==> src/rtl/cpu_pkg.sv <==
// Shared definitions for the 19-bit single-cycle datapath: widths, opcode
// field values and the branch-condition encoding.
package cpu_pkg;

    localparam int ADDR_W  = 12;
    localparam int INSTR_W = 19;

    // Opcode fields, compared against the most significant instruction bits.
    localparam logic [4:0] OP_JMP = 5'b11100;   // instruction[18:14]
    localparam logic [4:0] OP_JSB = 5'b11101;   // instruction[18:14]
    localparam logic [5:0] OP_RET = 6'b111100;  // instruction[18:13]
    localparam logic [2:0] OP_BR  = 3'b101;     // instruction[18:16]

    // Branch condition carried in instruction[15:14].
    typedef enum logic [1:0] {
        BR_Z  = 2'b00,
        BR_NZ = 2'b01,
        BR_C  = 2'b10,
        BR_NC = 2'b11
    } br_cond_e;

endpackage

==> src/rtl/pc_sequencer_if.sv <==
// Fetch-side bundle between the sequencer, the instruction memory and the
// datapath status/stall signals.
interface pc_sequencer_if;
    import cpu_pkg::*;

    logic [INSTR_W-1:0] instruction;
    logic               z_flag;
    logic               c_flag;
    logic               stall;
    logic [ADDR_W-1:0]  address;
    logic               stack_overflow;
    logic               stack_underflow;

    // Sequencer side: drives the fetch address and error flags.
    modport master (
        input  instruction,
        input  z_flag,
        input  c_flag,
        input  stall,
        output address,
        output stack_overflow,
        output stack_underflow
    );

    // Memory/datapath side: returns the instruction, flags and stall.
    modport slave (
        output instruction,
        output z_flag,
        output c_flag,
        output stall,
        input  address,
        input  stack_overflow,
        input  stack_underflow
    );

endinterface

==> src/rtl/return_stack.sv <==
// Hardware return-address stack. count_reg holds the number of valid entries;
// the top entry is read combinationally so a RET resolves in its own cycle.
module return_stack #(
    parameter int DEPTH = 8,
    parameter int WIDTH = 12
) (
    input  logic             clk,
    input  logic             rst,
    input  logic             push,
    input  logic             pop,
    input  logic [WIDTH-1:0] push_data,
    output logic [WIDTH-1:0] top,
    output logic             full,
    output logic             empty
);

    localparam int PTR_W = $clog2(DEPTH);
    localparam logic [PTR_W:0] ONE       = (PTR_W+1)'(1);
    localparam logic [PTR_W:0] DEPTH_CNT = (PTR_W+1)'(DEPTH);

    logic [WIDTH-1:0] mem [DEPTH];
    logic [PTR_W:0]   count_reg;
    logic [PTR_W:0]   count_next;
    logic [PTR_W-1:0] wr_idx;
    logic [PTR_W-1:0] rd_idx;
    logic             do_push;
    logic             do_pop;

    assign full    = (count_reg == DEPTH_CNT);
    assign empty   = (count_reg == '0);
    assign do_push = push && !full;
    assign do_pop  = pop && !empty;
    assign wr_idx  = count_reg[PTR_W-1:0];
    assign rd_idx  = PTR_W'(count_reg - ONE);
    assign top     = mem[rd_idx];

    // Pointer update; a push into a full stack and a pop from an empty one
    // both leave the pointer alone.
    always_comb begin
        count_next = count_reg;
        if (do_push) begin
            count_next = count_reg + ONE;
        end else if (do_pop) begin
            count_next = count_reg - ONE;
        end
    end

    // Pointer register with synchronous reset.
    always_ff @(posedge clk) begin
        if (rst) begin
            count_reg <= '0;
        end else begin
            count_reg <= count_next;
        end
    end

    // Entry storage; contents are don't-care after reset since count_reg
    // already marks them invalid.
    always_ff @(posedge clk) begin
        if (do_push) begin
            mem[wr_idx] <= push_data;
        end
    end

endmodule

==> src/rtl/pc_sequencer.sv <==
// Program counter and control-flow sequencer: decodes the fetched instruction,
// selects the next PC and manages calls/returns through return_stack.
module pc_sequencer
    import cpu_pkg::*;
#(
    parameter logic [ADDR_W-1:0] RESET_PC    = 12'd0,
    parameter int                STACK_DEPTH = 8
) (
    input  logic clk,
    input  logic rst,
    pc_sequencer_if.master bus
);

    logic [ADDR_W-1:0] pc_reg;
    logic [ADDR_W-1:0] pc_next;
    logic [ADDR_W-1:0] pc_plus_one;
    logic [ADDR_W-1:0] target;
    logic [ADDR_W-1:0] br_target;
    logic [ADDR_W-1:0] stack_top;
    logic [7:0]        offset;
    logic              overflow_reg;
    logic              overflow_next;
    logic              underflow_reg;
    logic              underflow_next;
    logic              is_jmp;
    logic              is_jsb;
    logic              is_ret;
    logic              is_br;
    logic              br_taken;
    logic              push;
    logic              pop;
    logic              stack_full;
    logic              stack_empty;
    logic              unused_ok;

    // Field extraction; bit 12 carries no meaning in any format.
    assign is_jmp      = (bus.instruction[18:14] == OP_JMP);
    assign is_jsb      = (bus.instruction[18:14] == OP_JSB);
    assign is_ret      = (bus.instruction[18:13] == OP_RET);
    assign is_br       = (bus.instruction[18:16] == OP_BR);
    assign target      = bus.instruction[ADDR_W-1:0];
    assign offset      = bus.instruction[7:0];
    assign unused_ok   = bus.instruction[12];
    assign pc_plus_one = pc_reg + ADDR_W'(1);
    assign br_target   = pc_plus_one + {{(ADDR_W-8){offset[7]}}, offset};

    // Branch condition evaluated on the flags presented this cycle.
    always_comb begin
        br_taken = 1'b0;
        case (br_cond_e'(bus.instruction[15:14]))
            BR_Z:    br_taken = bus.z_flag;
            BR_NZ:   br_taken = !bus.z_flag;
            BR_C:    br_taken = bus.c_flag;
            BR_NC:   br_taken = !bus.c_flag;
            default: br_taken = 1'b0;
        endcase
    end

    // Next-PC mux, stack requests and error flag updates. A stall suppresses
    // the stack requests; the registers below ignore the rest.
    always_comb begin
        pc_next        = pc_plus_one;
        push           = 1'b0;
        pop            = 1'b0;
        overflow_next  = overflow_reg;
        underflow_next = underflow_reg;
        if (is_jmp) begin
            pc_next = target;
        end else if (is_jsb) begin
            pc_next = target;
            if (stack_full) begin
                overflow_next = 1'b1;
            end else begin
                push = 1'b1;
            end
        end else if (is_ret) begin
            if (stack_empty) begin
                underflow_next = 1'b1;
            end else begin
                pc_next = stack_top;
                pop     = 1'b1;
            end
        end else if (is_br && br_taken) begin
            pc_next = br_target;
        end
        if (bus.stall) begin
            push = 1'b0;
            pop  = 1'b0;
        end
    end

    // PC and sticky error flags; reset wins over stall.
    always_ff @(posedge clk) begin
        if (rst) begin
            pc_reg        <= RESET_PC;
            overflow_reg  <= 1'b0;
            underflow_reg <= 1'b0;
        end else if (!bus.stall) begin
            pc_reg        <= pc_next;
            overflow_reg  <= overflow_next;
            underflow_reg <= underflow_next;
        end
    end

    return_stack #(
        .DEPTH (STACK_DEPTH),
        .WIDTH (ADDR_W)
    ) u_stack (
        .clk       (clk),
        .rst       (rst),
        .push      (push),
        .pop       (pop),
        .push_data (pc_plus_one),
        .top       (stack_top),
        .full      (stack_full),
        .empty     (stack_empty)
    );

    assign bus.address         = pc_reg;
    assign bus.stack_overflow  = overflow_reg;
    assign bus.stack_underflow = underflow_reg;

endmodule

==> src/flat_wrapper.sv <==
// flat-port wrapper written by rule: the top's interface ports become plain ports
module pc_sequencer_flat import cpu_pkg::*;
#(
    parameter logic [ADDR_W-1:0] RESET_PC    = 12'd0,
    parameter int                STACK_DEPTH = 8
)
  (clk, rst, bus_instruction, bus_z_flag, bus_c_flag, bus_stall, bus_address, bus_stack_overflow, bus_stack_underflow);
  pc_sequencer_if bus_i ();
  input  logic clk;
  input  logic rst;
  input wire logic [$bits(bus_i.instruction)-1:0] bus_instruction;
  input wire logic [$bits(bus_i.z_flag)-1:0] bus_z_flag;
  input wire logic [$bits(bus_i.c_flag)-1:0] bus_c_flag;
  input wire logic [$bits(bus_i.stall)-1:0] bus_stall;
  output wire logic [$bits(bus_i.address)-1:0] bus_address;
  output wire logic [$bits(bus_i.stack_overflow)-1:0] bus_stack_overflow;
  output wire logic [$bits(bus_i.stack_underflow)-1:0] bus_stack_underflow;
  assign bus_i.instruction = bus_instruction;
  assign bus_i.z_flag = bus_z_flag;
  assign bus_i.c_flag = bus_c_flag;
  assign bus_i.stall = bus_stall;
  assign bus_address = bus_i.address;
  assign bus_stack_overflow = bus_i.stack_overflow;
  assign bus_stack_underflow = bus_i.stack_underflow;
  pc_sequencer #(.RESET_PC(RESET_PC), .STACK_DEPTH(STACK_DEPTH)) u_core (.clk(clk), .rst(rst), .bus(bus_i));
endmodule
==> config.mk <==
export PLATFORM = sky130hd
export DESIGN_NAME = pc_sequencer_flat
export DESIGN_NICKNAME = d
export VERILOG_FILES = /design/src/rtl/cpu_pkg.sv /design/src/rtl/pc_sequencer_if.sv /design/src/rtl/return_stack.sv /design/src/rtl/pc_sequencer.sv /design/src/flat_wrapper.sv
export SDC_FILE = /design/constraint.sdc
export NUM_CORES = 1
export LEC_CHECK = 0
export CORE_UTILIZATION = 41
export CTS_CLUSTER_DIAMETER = 200
export DETAILED_ROUTE_END_ITERATION = 8
export PLACE_DENSITY = 0.7
export SYNTH_ARGS = -nofsm -noshare
export SYNTH_HDL_FRONTEND = slang
export SYNTH_SLANG_ARGS = --single-unit
==> constraint.sdc <==
create_clock -name clk -period 3.6 [get_ports clk]
set_input_delay 0.72 -clock clk [delete_from_list [all_inputs] [get_ports clk]]
set_output_delay 0.72 -clock clk [all_outputs]
set_load 0.02 [all_outputs]
== After elaboration in Yosys (flattened, before gate mapping) ==
Memory sizes are Yosys's and may differ from the RTL's.
Cells that the tools add are included.

* Word-level logic and storage cells: 51
* Output and inout bits: 14
* Latch bits: 0
* Memories kept: 1
* Flip-flop bits (word level): 18
* Input port bits: 24
* Bits in read-only memories: 0
* Bits in writable memories: 96

* Muxes and demuxes: 19
* Order comparisons: 0
* Bitwise gates (word level): 3
* Shifts and indexed selects: 0
* $add $sub $neg: 4
* Reduce and logical (&&, ||, !) cells: 12
* Div/mod/pow operators: 0
* Equality and inequality tests: 8
* Multipliers: 0

{| class="wikitable"
|+ Memory list
! name !! words !! bits a word !! read ports !! clocked after memory_dff !! wr ports !! line !! source
|-
| u_core.u_stack.mem || 8 || 12 || 1 || 0 || 1 || return_stack.sv:21 || <nowiki>logic [WIDTH-1:0] mem [DEPTH];</nowiki>
|}

{| class="wikitable"
|+ Operators by type and width
! cell !! count
|-
| two-way mux 12 bit || 5
|-
| adder 12 x 1 -> 12 bit, second input constant || 1
|-
| adder 12 bit || 1
|-
| two-way mux 1 bit || 11
|-
| equality test 5 bit, second input constant || 2
|-
| two-way mux 4 bit || 2
|-
| equality test 6 bit, second input constant || 1
|-
| AND reduction 5 bit || 1
|-
| adder 4 x 1 -> 4 bit, second input constant || 1
|-
| equality test 2 bit, second input constant || 2
|-
| equality test 4 bit, second input constant || 1
|-
| logical NOT 1 bit || 4
|-
| logical NOT 4 bit || 1
|-
| one-hot mux 1 bit (4 select lines) || 1
|-
| AND reduction 4 bit || 1
|-
| subtractor 4 x 1 -> 4 bit, second input constant || 1
|-
| equality test 3 bit, second input constant || 1
|-
| logical AND 1 bit || 3
|-
| NOT 1 bit || 3
|-
| equality test 2 x 1 -> 1 bit, second input constant || 1
|-
| logical NOT 2 bit || 1
|-
| nonzero test 2 bit || 1
|}

== Logic depth before layout (Yosys ltp) ==
Gate-level depths: netlist of run 1.

* Depth in word-level cells: 9
* Mapped depth: 12
* Depth with buffers taken out: 12

== By module ==
A second synthesis of run 1 with hierarchy kept.

* Cells, all modules: 405
* Area total of the unflattened synthesis: 5684.2 um2

{| class="wikitable"
|+ Modules (own cells, without submodules)
! module !! instances !! cells each !! area each (um2)
|-
| return_stack || 1 || 197 || 3992.6
|-
| pc_sequencer || 1 || 208 || 1691.6
|}

== Least setup slack after synthesis of run 1 ==
OpenSTA, ideal clock, no wires.

* Kind: flip-flop to flip-flop
* Start: register u_core.u_stack.count_reg[0]
* End: memory u_core.u_stack.mem[1][0], enable pin
* Arrival: 2.753 ns
* Period minus slack after synthesis: 3.149 ns
* Cell stages (with the launch flop): 9
* Setup slack: 0.451 ns
* Library setup time: 0.396 ns
* Required time: 3.204 ns
* Cell sequence: dfxtp_1 > buf_4 > buf_4 > inv_1 > ha_1 > nor2b_1 > a2111oi_4 > nand2_1 > nor3_1

* Word-level cells in the longest chain between the ends: 8

{| class="wikitable"
|+ RTL lines
! what !! line !! source
|-
| from (decl) || return_stack.sv:22 || <nowiki>logic [PTR_W:0] count_reg;</nowiki>
|-
| from (signal assigned) || return_stack.sv:53 || <nowiki>count_reg <= count_next;</nowiki>
|-
| equality test 4 bit || return_stack.sv:29 || <nowiki>assign full = (count_reg == DEPTH_CNT);</nowiki>
|-
| two-way mux 1 bit || pc_sequencer.sv:71 || <nowiki>if (stack_full) begin</nowiki>
|-
| two-way mux 1 bit || pc_sequencer.sv:69 || <nowiki>end else if (is_jsb) begin</nowiki>
|-
| two-way mux 1 bit || pc_sequencer.sv:67 || <nowiki>if (is_jmp) begin</nowiki>
|-
| two-way mux 1 bit || pc_sequencer.sv:86 || <nowiki>if (bus.stall) begin</nowiki>
|-
| logical AND 1 bit || return_stack.sv:31 || <nowiki>assign do_push = push && !full;</nowiki>
|-
| two-way mux 1 bit || return_stack.sv:60 || <nowiki>if (do_push) begin</nowiki>
|-
| two-way mux 1 bit (not written as such) || return_stack.sv:61 || <nowiki>mem[wr_idx] <= push_data;</nowiki>
|-
| to (decl) || return_stack.sv:21 ||
|}

Several ways; a longest one is shown, not always the timed one.

== Worst setup path in the final report of run 1 ==
* Start: register u_core.pc_reg[0], in the netlist u_core.bus.address[0]
* End: register u_core.pc_reg[10], in the netlist u_core.bus.address[10]

* Word-level cells in the longest chain between the ends: 6

{| class="wikitable"
|+ RTL lines
! what !! line !! source
|-
| from (decl) || pc_sequencer.sv:14 || <nowiki>logic [ADDR_W-1:0] pc_reg;</nowiki>
|-
| from (signal assigned) || pc_sequencer.sv:99 || <nowiki>pc_reg <= pc_next;</nowiki>
|-
| adder 12 x 1 -> 12 bit || pc_sequencer.sv:44 || <nowiki>assign pc_plus_one = pc_reg + ADDR_W'(1);</nowiki>
|-
| net u_core.pc_plus_one[6] || pc_sequencer.sv:16 || <nowiki>logic [ADDR_W-1:0] pc_plus_one;</nowiki>
|-
| adder 12 bit || pc_sequencer.sv:45 || <nowiki>assign br_target = pc_plus_one + {{(ADDR_W-8){offset[7]}}, offset};</nowiki>
|-
| two-way mux 12 bit || pc_sequencer.sv:83 || <nowiki>end else if (is_br && br_taken) begin</nowiki>
|-
| two-way mux 12 bit || pc_sequencer.sv:76 || <nowiki>end else if (is_ret) begin</nowiki>
|-
| two-way mux 12 bit || pc_sequencer.sv:69 ||
|-
| two-way mux 12 bit || pc_sequencer.sv:67 ||
|}

The timed path passes the listed nets, and every way through them passes these cells.
A chain may end at the register's enable or synchronous reset.

==> results.txt, run 1 <==
----------------------------------------------------
[Status]
  Run status ... finished clean

[Synthesis]
  Ys Warns ... 0
  Ranking of synthesized cells by instance count ... sky130_fd_sc_hd__edfxtp_1 (96), sky130_fd_sc_hd__nand2_1 (28), sky130_fd_sc_hd__nor2_1 (28), sky130_fd_sc_hd__mux4_2 (24), sky130_fd_sc_hd__a21oi_1 (21)
  Total standard cell area after synthesis ... 0.00556 mm2
  Post-synth top area share ... 0.518
  Cell variety after synth ... 49
  Library cell with the largest summed area after synthesis ... sky130_fd_sc_hd__edfxtp_1
  Proportion of register bits with asynchronous set or reset after synthesis ... 0
  Leading post-synthesis cells by cell area ... sky130_fd_sc_hd__edfxtp_1 (52%), sky130_fd_sc_hd__mux4_2 (9.7%), sky130_fd_sc_hd__dfxtp_1 (6.5%)
  Synth Instances ... 410
  Most instantiated flip-flop cell in the synthesis netlist ... sky130_fd_sc_hd__edfxtp_1
  Avg Cell Area, Syn ... 13.6 um2
  Sequential fraction of the synthesis area ... 0.583
  Number of enable flip-flop cells after synthesis ... 96
  Total of flip-flops plus latches after synthesis ... 114
  Syn nets ... 452
  Cell with the most instances after synthesis ... sky130_fd_sc_hd__edfxtp_1

[Floorplan]
  Overall die height ... 118 um
  Chip Width ... 118 um
  Core area ... 0.0132 mm2
  Cell Rows ... 42
  Boundary Pins ... 38
  Effective utilization at floorplan ... 0.420
  Area of the die ... 0.0140 mm2

[CTS]
  Clock root buffer master ... sky130_fd_sc_hd__clkbuf_16
  Clock buffers created by TritonCTS ... 17
  TritonCTS clock tree ... built
  Maximum clock path buffer count ... 2
  Number of buffers inserted to repair setup after CTS ... 0
  TritonCTS sink count ... 114
  Number of H-tree levels ... 4
  Post-CTS clock slew at the launch and capture registers of the worst setup and hold paths ... 0.06 ns
  Hold bufs inserted after CTS ... 0
  Post-cts sizing count ... 0
  Clock insertion delay at the later pin of the skew report ... 0.41 ns

[Pwr]
  Power share of the combinational group ... 0.092
  Net Switching ... 0.000798 W
  Part of the total power dissipated in the clock network ... 0.493
  Net switching share of the total power ... 0.225
  Power density of the placed cells ... 518 mW/mm2
  Static Leakage ... 2.40 nW
  Sequential fraction of design power ... 0.415
  Worst-case vdd ir drop ... 426 uV
  Internal ... 0.00275 W

[Layout]
  Number of inserted filler cells in the final layout ... 1113
  Count of inserted antenna diode cells ... 0
  Largest register FFs ... 96
  Synthesis-to-layout area growth ... 23.0%
  Final instance area ... 0.00684 mm2
  Fraction of layout cells with a size suffix above 1 ... 0.184
  Layout Nets ... 508

[Detailed routing]
  Count of TritonRoute iterations in the first routing pass ... 5
  Vias ... 3730
  Count of unresolved DRC violations after routing ... 0
  Post-Route WL ... 13.3 mm
  Average wire length per cell after detail routing ... 20.3 um
  Number of DRC markers in iteration 0 ... 376
  Post-detailed-route via-to-cell ratio ... 5.69
  Count of nets left with antenna violations after detail routing ... 0

[Global route]
  Vias in the first global route ... 3813
  Pin count of the biggest net entering global routing ... 32
  Wire length of the first global-routing pass ... 21.0 mm
  GRT overflow ... 0
  Global router's overall resource usage ... 0.205
  Initial antenna violation count ... 0

[Critical path]
  Required time of the critical path ... 3.93 ns
  Endpoint of the most critical register-to-register path ... u_core.bus.address[10]$_SDFFE_PP0N_
  Critical R2R Launch ... u_core.bus.address[0]$_SDFFE_PP0N_
  Data arrival, critical path ... 3.56 ns
  Flop-to-flop setup slack ... 0.38 ns
  Largest fanout on the critical path ... 10
  Path depth of the worst reg2reg path ... 11
  Setup crit end ... u_core.bus.address[10]$_SDFFE_PP0N_
  Classification of the worst setup path ... reg -> reg
  Startpoint Class ... register
  Critical-path cell with the highest stage delay ... sky130_fd_sc_hd__xnor2_1
  Critical-path cell list ... ha_1 -> nand3_1 -> nor3_1 -> xnor2_1 -> ha_1 -> a21oi_1 -> nand2_1 -> a311oi_1 -> o21a_1 -> o21ai_0 -> a21oi_1
  Source of the critical timing path ... u_core.bus.address[0]$_SDFFE_PP0N_
  Kind of capture point of the worst setup path ... register
  Highest cell delay on the worst timing path ... 0.64 ns

[Timing]
  Portion of the clock cycle consumed by the worst path in the final layout ... 0.895
  Setup repair after global routing missed its margin ... false
  Final Hold Violating Endpoints ... 0
  Worst-case setup margin in the final layout ... 0.378 ns
  Aggregate negative setup slack ... 0 ns
  Time the final worst path needs with I/O delays and setup ... 3.22 ns
  Actual slew at the worst max-slew pin ... 0.797 ns
  Maximum clock skew at final layout ... 0.00936 ns
  Final setup viols ... 0
  Final max-slew violation count ... 0
  Maximum operating frequency ... 310 MHz
  Worst-case headroom to the max-slew limit ... 0.465

[Min path]
  Worst min-delay path class ... reg -> reg
  Hold path startpoint ... u_core.bus.stack_underflow$_SDFFE_PP0P_

[Placed design]
  Detail Placement HPWL ... 8.90 mm
  Count of buffers inserted at the top-level ports ... 36
  Final GP Congestion ... 0.856
  Placement-stage cell area ... 0.00623 mm2
  Worst Setup Slack post-DPL ... 0.433 ns

[Flow run]
  Maxcap violations ... 0

----------------------------------------------------
power by group through the flow:
stage / combinational [W] / sequential [W] / clock, W
after CTS: 0.000325 / 0.00147 / 0.00177
after global routing: 0.000356 / 0.00147 / 0.00183
after detailed placement: 0.000323 / 0.00150 / 0
after global placement: 0.000315 / 0.00150 / 0
final: 0.000326 / 0.00147 / 0.00175
after floorplan: 0.000195 / 0.00151 / 0
logic make-up after synthesis:
| family | Yosys count | share of synthesized area |
|---|---|---|
| simple gates | 101 | 0.0862 |
| buf+inv | 36 | 0.0286 |
| fa+ha+maj | 18 | 0.0418 |
| flops | 114 | 0.583 |
| xor+xnor | 20 | 0.0328 |
| mux | 37 | 0.121 |
| compound gates | 84 | 0.107 |
metrics by stage:
| step | hold WS [ns] | power (W) | util | cells |
|---|---|---|---|---|
| 2_1_floorplan | 0.541 | 0.00170 | - | 410 |
| 3_3_place_gp | 0.444 | 0.00181 | 0.470 | 623 |
| 3_5_place_dp | 0.464 | 0.00182 | 0.470 | 623 |
| 4_1_cts | 0.478 | 0.00357 | 0.517 | 655 |
| 5_1_grt | 0.519 | 0.00366 | 0.517 | 655 |
| 6_report | 0.477 | 0.00354 | 0.517 | 655 |
worst max-delay path: cells and delay by family, from the launching register on:
family / cells / cell delay, ns
AOI/OAI and AO/OA: 5 / 1.11
adders and majority gates: 2 / 0.74
xor gates and xnor gates: 1 / 0.64
DFF: 1 / 0.36
and+or+nand+nor: 3 / 0.31
worst min path at each step:
stage | endpoint | slack (ns) | depth (start not counted)
3_5_place_dp | u_core.bus.stack_underflow$_SDFFE_PP0P_ | 0.46 | 2
5_1_grt | u_core.bus.stack_underflow$_SDFFE_PP0P_ | 0.52 | 2
2_1_floorplan | u_core.u_stack.count_reg[1]$_SDFFE_PP0P_ | 0.54 | 2
3_3_place_gp | u_core.bus.stack_overflow$_SDFFE_PP0P_ | 0.44 | 2
6_report | u_core.bus.stack_underflow$_SDFFE_PP0P_ | 0.48 | 2
4_1_cts | u_core.bus.stack_underflow$_SDFFE_PP0P_ | 0.48 | 2
final cells by class:
| type | instances | area [um2] | share of cell area |
|---|---|---|---|
| Multi-Input combinational cell | 260 | 2190 | 0.319 |
| Clock inverter | 14 | 184 | 0.0269 |
| Tap cell | 176 | 220 | 0.0322 |
| Timing Repair Buffer | 57 | 518 | 0.0757 |
| Inverter | 16 | 60.1 | 0.00878 |
| Clock buffer | 18 | 429 | 0.0627 |
| Sequential cell | 114 | 3240 | 0.474 |
per-layer routing:
| metal | vias to the layer above | track usage | wire length [um] |
|---|---|---|---|
| met2 | 149 | 0.335 | 6540 |
| met5 | - | 0 | 0 |
| met4 | 0 | 0.0854 | 350 |
| met1 | 1846 | 0.257 | 5580 |
| met3 | 23 | 0.0560 | 811 |
| li1 | 1712 | - | - |
placed cells by master, fill, tap and decap left out, drive strengths merged, types with 6 or more instances in the layout:
master / netlist / layout
buf: 8 / 21
edfxtp: 96 / 96
a31oi: 11 / 11
mux4: 24 / 24
xnor2: 14 / 14
o21ai: 15 / 15
dfxtp: 18 / 18
inv: 16 / 19
clkdlybuf4s50: 0 / 36
clkbuf: 12 / 18
a21oi: 21 / 21
a211oi: 7 / 7
nor3: 20 / 20
nand2: 28 / 28
nor2: 28 / 28
xor2: 6 / 6
mux2i: 13 / 13
ha: 17 / 17
(Power assumes the default switching activity.)
==> run 2: changes to the inputs <==
- CELL_PAD_IN_SITES_DETAIL_PLACEMENT: default -> 1
- CELL_PAD_IN_SITES_GLOBAL_PLACEMENT: default -> 1
- PLACE_DENSITY: 0.7 -> 0.8
==> run 2 against run 1 <==
Against the previous run:
- combinational power increased by 2%
- sequential share of layout area is 0.65 points higher
- core utilization decreased by 0.70 points
- power shrank 5.8%
- via count grew 0.78%
- final area shrank 1.4%
- clock skew is 0.00065 ns lower
- cell count down 0.31%
- count of clock-buffer cells in the layout grew 7
==> results.txt, run 2 (synthesized netlist as in run 1, its figures left out) <==
----------------------------------------------------
[Status]
  Run status ... finished clean

[Floorplan]
  Area of the die ... 0.0140 mm2 (unchanged)
  Core area ... 0.0132 mm2 (unchanged)
  Chip Width ... 118 um (unchanged)
  Effective utilization at floorplan ... 0.420 (unchanged)
  Overall die height ... 118 um (unchanged)
  Cell Rows ... 42 (unchanged)
  Boundary Pins ... 38 (unchanged)

[Layout]
  Non-filler instance count after layout ... 653 (-0.31%)
  Post-route core utilization ... 0.510 (-0.00699)
  Commonest non-fill, non-tap cell in the layout ... sky130_fd_sc_hd__edfxtp_1
  Commonest cells after routing, fill and taps aside ... sky130_fd_sc_hd__edfxtp_1 (96), sky130_fd_sc_hd__clkdlybuf4s50_1 (36), sky130_fd_sc_hd__nor2_1 (28), sky130_fd_sc_hd__nand2_1 (28), sky130_fd_sc_hd__mux4_2 (24)
  Count of inserted antenna diode cells ... 0 (unchanged)
  Fraction of layout cells with a size suffix above 1 ... 0.170 (-0.0139)
  Layout Nets ... 506 (-0.39%)
  Largest register FFs ... 96 (unchanged)
  Synthesis-to-layout area growth ... 21.3%

[Placed design]
  Worst Setup Slack post-DPL ... 0.369 ns (-0.0633 ns)
  Count of buffers inserted at the top-level ports ... 36 (unchanged)
  # placed instances ... 621 (-0.32%)
  Final GP Congestion ... 0.831 (-3.0%)
  Detail Placement HPWL ... 10.1 mm (+13%)

[CTS]
  Post-cts sizing count ... 0 (unchanged)
  Hold bufs inserted after CTS ... 0 (unchanged)
  Maximum clock path buffer count ... 2 (unchanged)
  Clock insertion delay at the later pin of the skew report ... 0.42 ns (about the same)
  TritonCTS clock tree ... built
  Clock root buffer master ... sky130_fd_sc_hd__clkbuf_16
  Clock buffers created by TritonCTS ... 17 (unchanged)
  Number of buffers inserted to repair setup after CTS ... 0 (unchanged)
  Post-CTS clock slew at the launch and capture registers of the worst setup and hold paths ... 0.05 ns (about the same)
  TritonCTS sink count ... 114 (unchanged)
  Number of H-tree levels ... 4 (unchanged)

[Global route]
  Pin count of the biggest net entering global routing ... 32 (unchanged)
  Wire length of the first global-routing pass ... 22.6 mm (+7.5%)
  GRT overflow ... 0 (unchanged)
  Vias in the first global route ... 4039 (+5.9%)
  Global router's overall resource usage ... 0.221 (+0.0159)
  Initial antenna violation count ... 0 (unchanged)

[Timing]
  Worst-case headroom to the max-slew limit ... 0.390 (-0.0750)
  Maximum clock skew at final layout ... 0.00871 ns (-0.000645 ns)
  Final hold slack ... 0.480 ns (+0.00332 ns)
  Portion of the clock cycle consumed by the worst path in the final layout ... 0.913 (+0.0180)
  Time the final worst path needs with I/O delays and setup ... 3.29 ns (+0.0649 ns)
  Final max-slew violation count ... 0 (unchanged)
  Worst-case setup margin in the final layout ... 0.313 ns (-0.0649 ns)
  Final Hold Violating Endpoints ... 0 (unchanged)
  Setup repair after global routing missed its margin ... false
  Final setup viols ... 0 (unchanged)
  Aggregate negative setup slack ... 0 ns (unchanged)
  Maximum operating frequency ... 304 MHz (-2.0%)
  Actual slew at the worst max-slew pin ... 0.908 ns (+0.112 ns)

[Critical path]
  Largest fanout on the critical path ... 9 (-1)
  Required time of the critical path ... 3.89 ns (-0.04 ns)
  Critical-path cell with the highest stage delay ... sky130_fd_sc_hd__a311oi_1
  Critical-path cell list ... ha_1 -> nand3_1 -> xnor2_1 -> inv_1 -> ha_1 -> a21oi_1 -> o21ai_1 -> a311oi_1 -> nor3_1 -> o21ai_0 -> a21oi_1
  Startpoint Class ... register
  Kind of capture point of the worst setup path ... register
  Highest cell delay on the worst timing path ... 0.48 ns (-0.16 ns)
  Classification of the worst setup path ... reg -> reg
  Data arrival, critical path ... 3.57 ns (about the same)

[Detailed routing]
  Count of unresolved DRC violations after routing ... 0 (unchanged)
  Count of TritonRoute iterations in the first routing pass ... 4 (-1)
  Number of DRC markers in iteration 0 ... 304 (-19%)
  Post-detailed-route via-to-cell ratio ... 5.76 (+1.1%)
  Post-Route WL ... 14.6 mm (+10%)
  Vias ... 3759 (+0.78%)
  Count of nets left with antenna violations after detail routing ... 0 (unchanged)
  Average wire length per cell after detail routing ... 22.4 um (+10%)

[Min path]
  Worst min-delay path class ... reg -> reg

[Flow run]
  Maxcap violations ... 0 (unchanged)

[Pwr]
  Power density of the placed cells ... 495 mW/mm2 (-4.5%)
  Worst-case vdd ir drop ... 354 uV (-17%)
  Static Leakage ... 2.36 nW (-1.8%)

----------------------------------------------------
[run 2: per-layer routing]
layer	GRT usage	wire length, um	part of all wire	vias up
met5	0	0	0	-
met4	0.0997	287	0.020	0
met3	0.0521	851	0.058	24
met2	0.377	7510	0.51	128
met1	0.266	5970	0.41	1906
li1	-	-	-	1701
[run 2: cell type report]
cell class,count,area [um2]
Multi-Input combinational cell,260,2190
Clock buffer,25,475
Clock inverter,7,60.1
Tap cell,176,220
Inverter,16,60.1
Fill cell,1361,6490
Timing Repair Buffer,55,503
Sequential cell,114,3240
[run 2: where the power goes]
group          internal [W]  leakage, nW  switching (W)
clock network      0.000974        0.260       0.000557
logic              0.000137         1.08       0.000198
registers           0.00146         1.03      0.0000168
total               0.00257         2.36       0.000772
[run 2: through the flow]
step,instance area (um2),total power (W)
after global routing,6750,0.00343
after floorplan,5560,0.00170
after detailed placement,6210,0.00183
after global placement,6210,0.00181
final,6750,0.00334
after CTS,6750,0.00336
[run 2: critical path: cells and delay by family (launching register included)]
family | cells | cell delay (ns)
buffers and inverters | 1 | 0.23
adder cells (fa/ha/maj) | 2 | 0.65
AO/OA/AOI/OAI | 5 | 1.28
AND/OR/NAND/NOR | 2 | 0.25
flip-flops | 1 | 0.44
XOR/XNOR | 1 | 0.29
[run 2: path summary, 6_finish.rpt]
path,start,endpoint,slack [ns],cells past startpoint
max,u_core.bus.address[0]$_SDFFE_PP0N_,u_core.bus.address[10]$_SDFFE_PP0N_,0.31,11
min,u_core.bus.stack_underflow$_SDFFE_PP0P_,u_core.bus.stack_underflow$_SDFFE_PP0P_,0.48,2
max reg2reg,u_core.bus.address[0]$_SDFFE_PP0N_,u_core.bus.address[10]$_SDFFE_PP0N_,0.31,11
min reg2reg,u_core.bus.stack_underflow$_SDFFE_PP0P_,u_core.bus.stack_underflow$_SDFFE_PP0P_,0.48,2
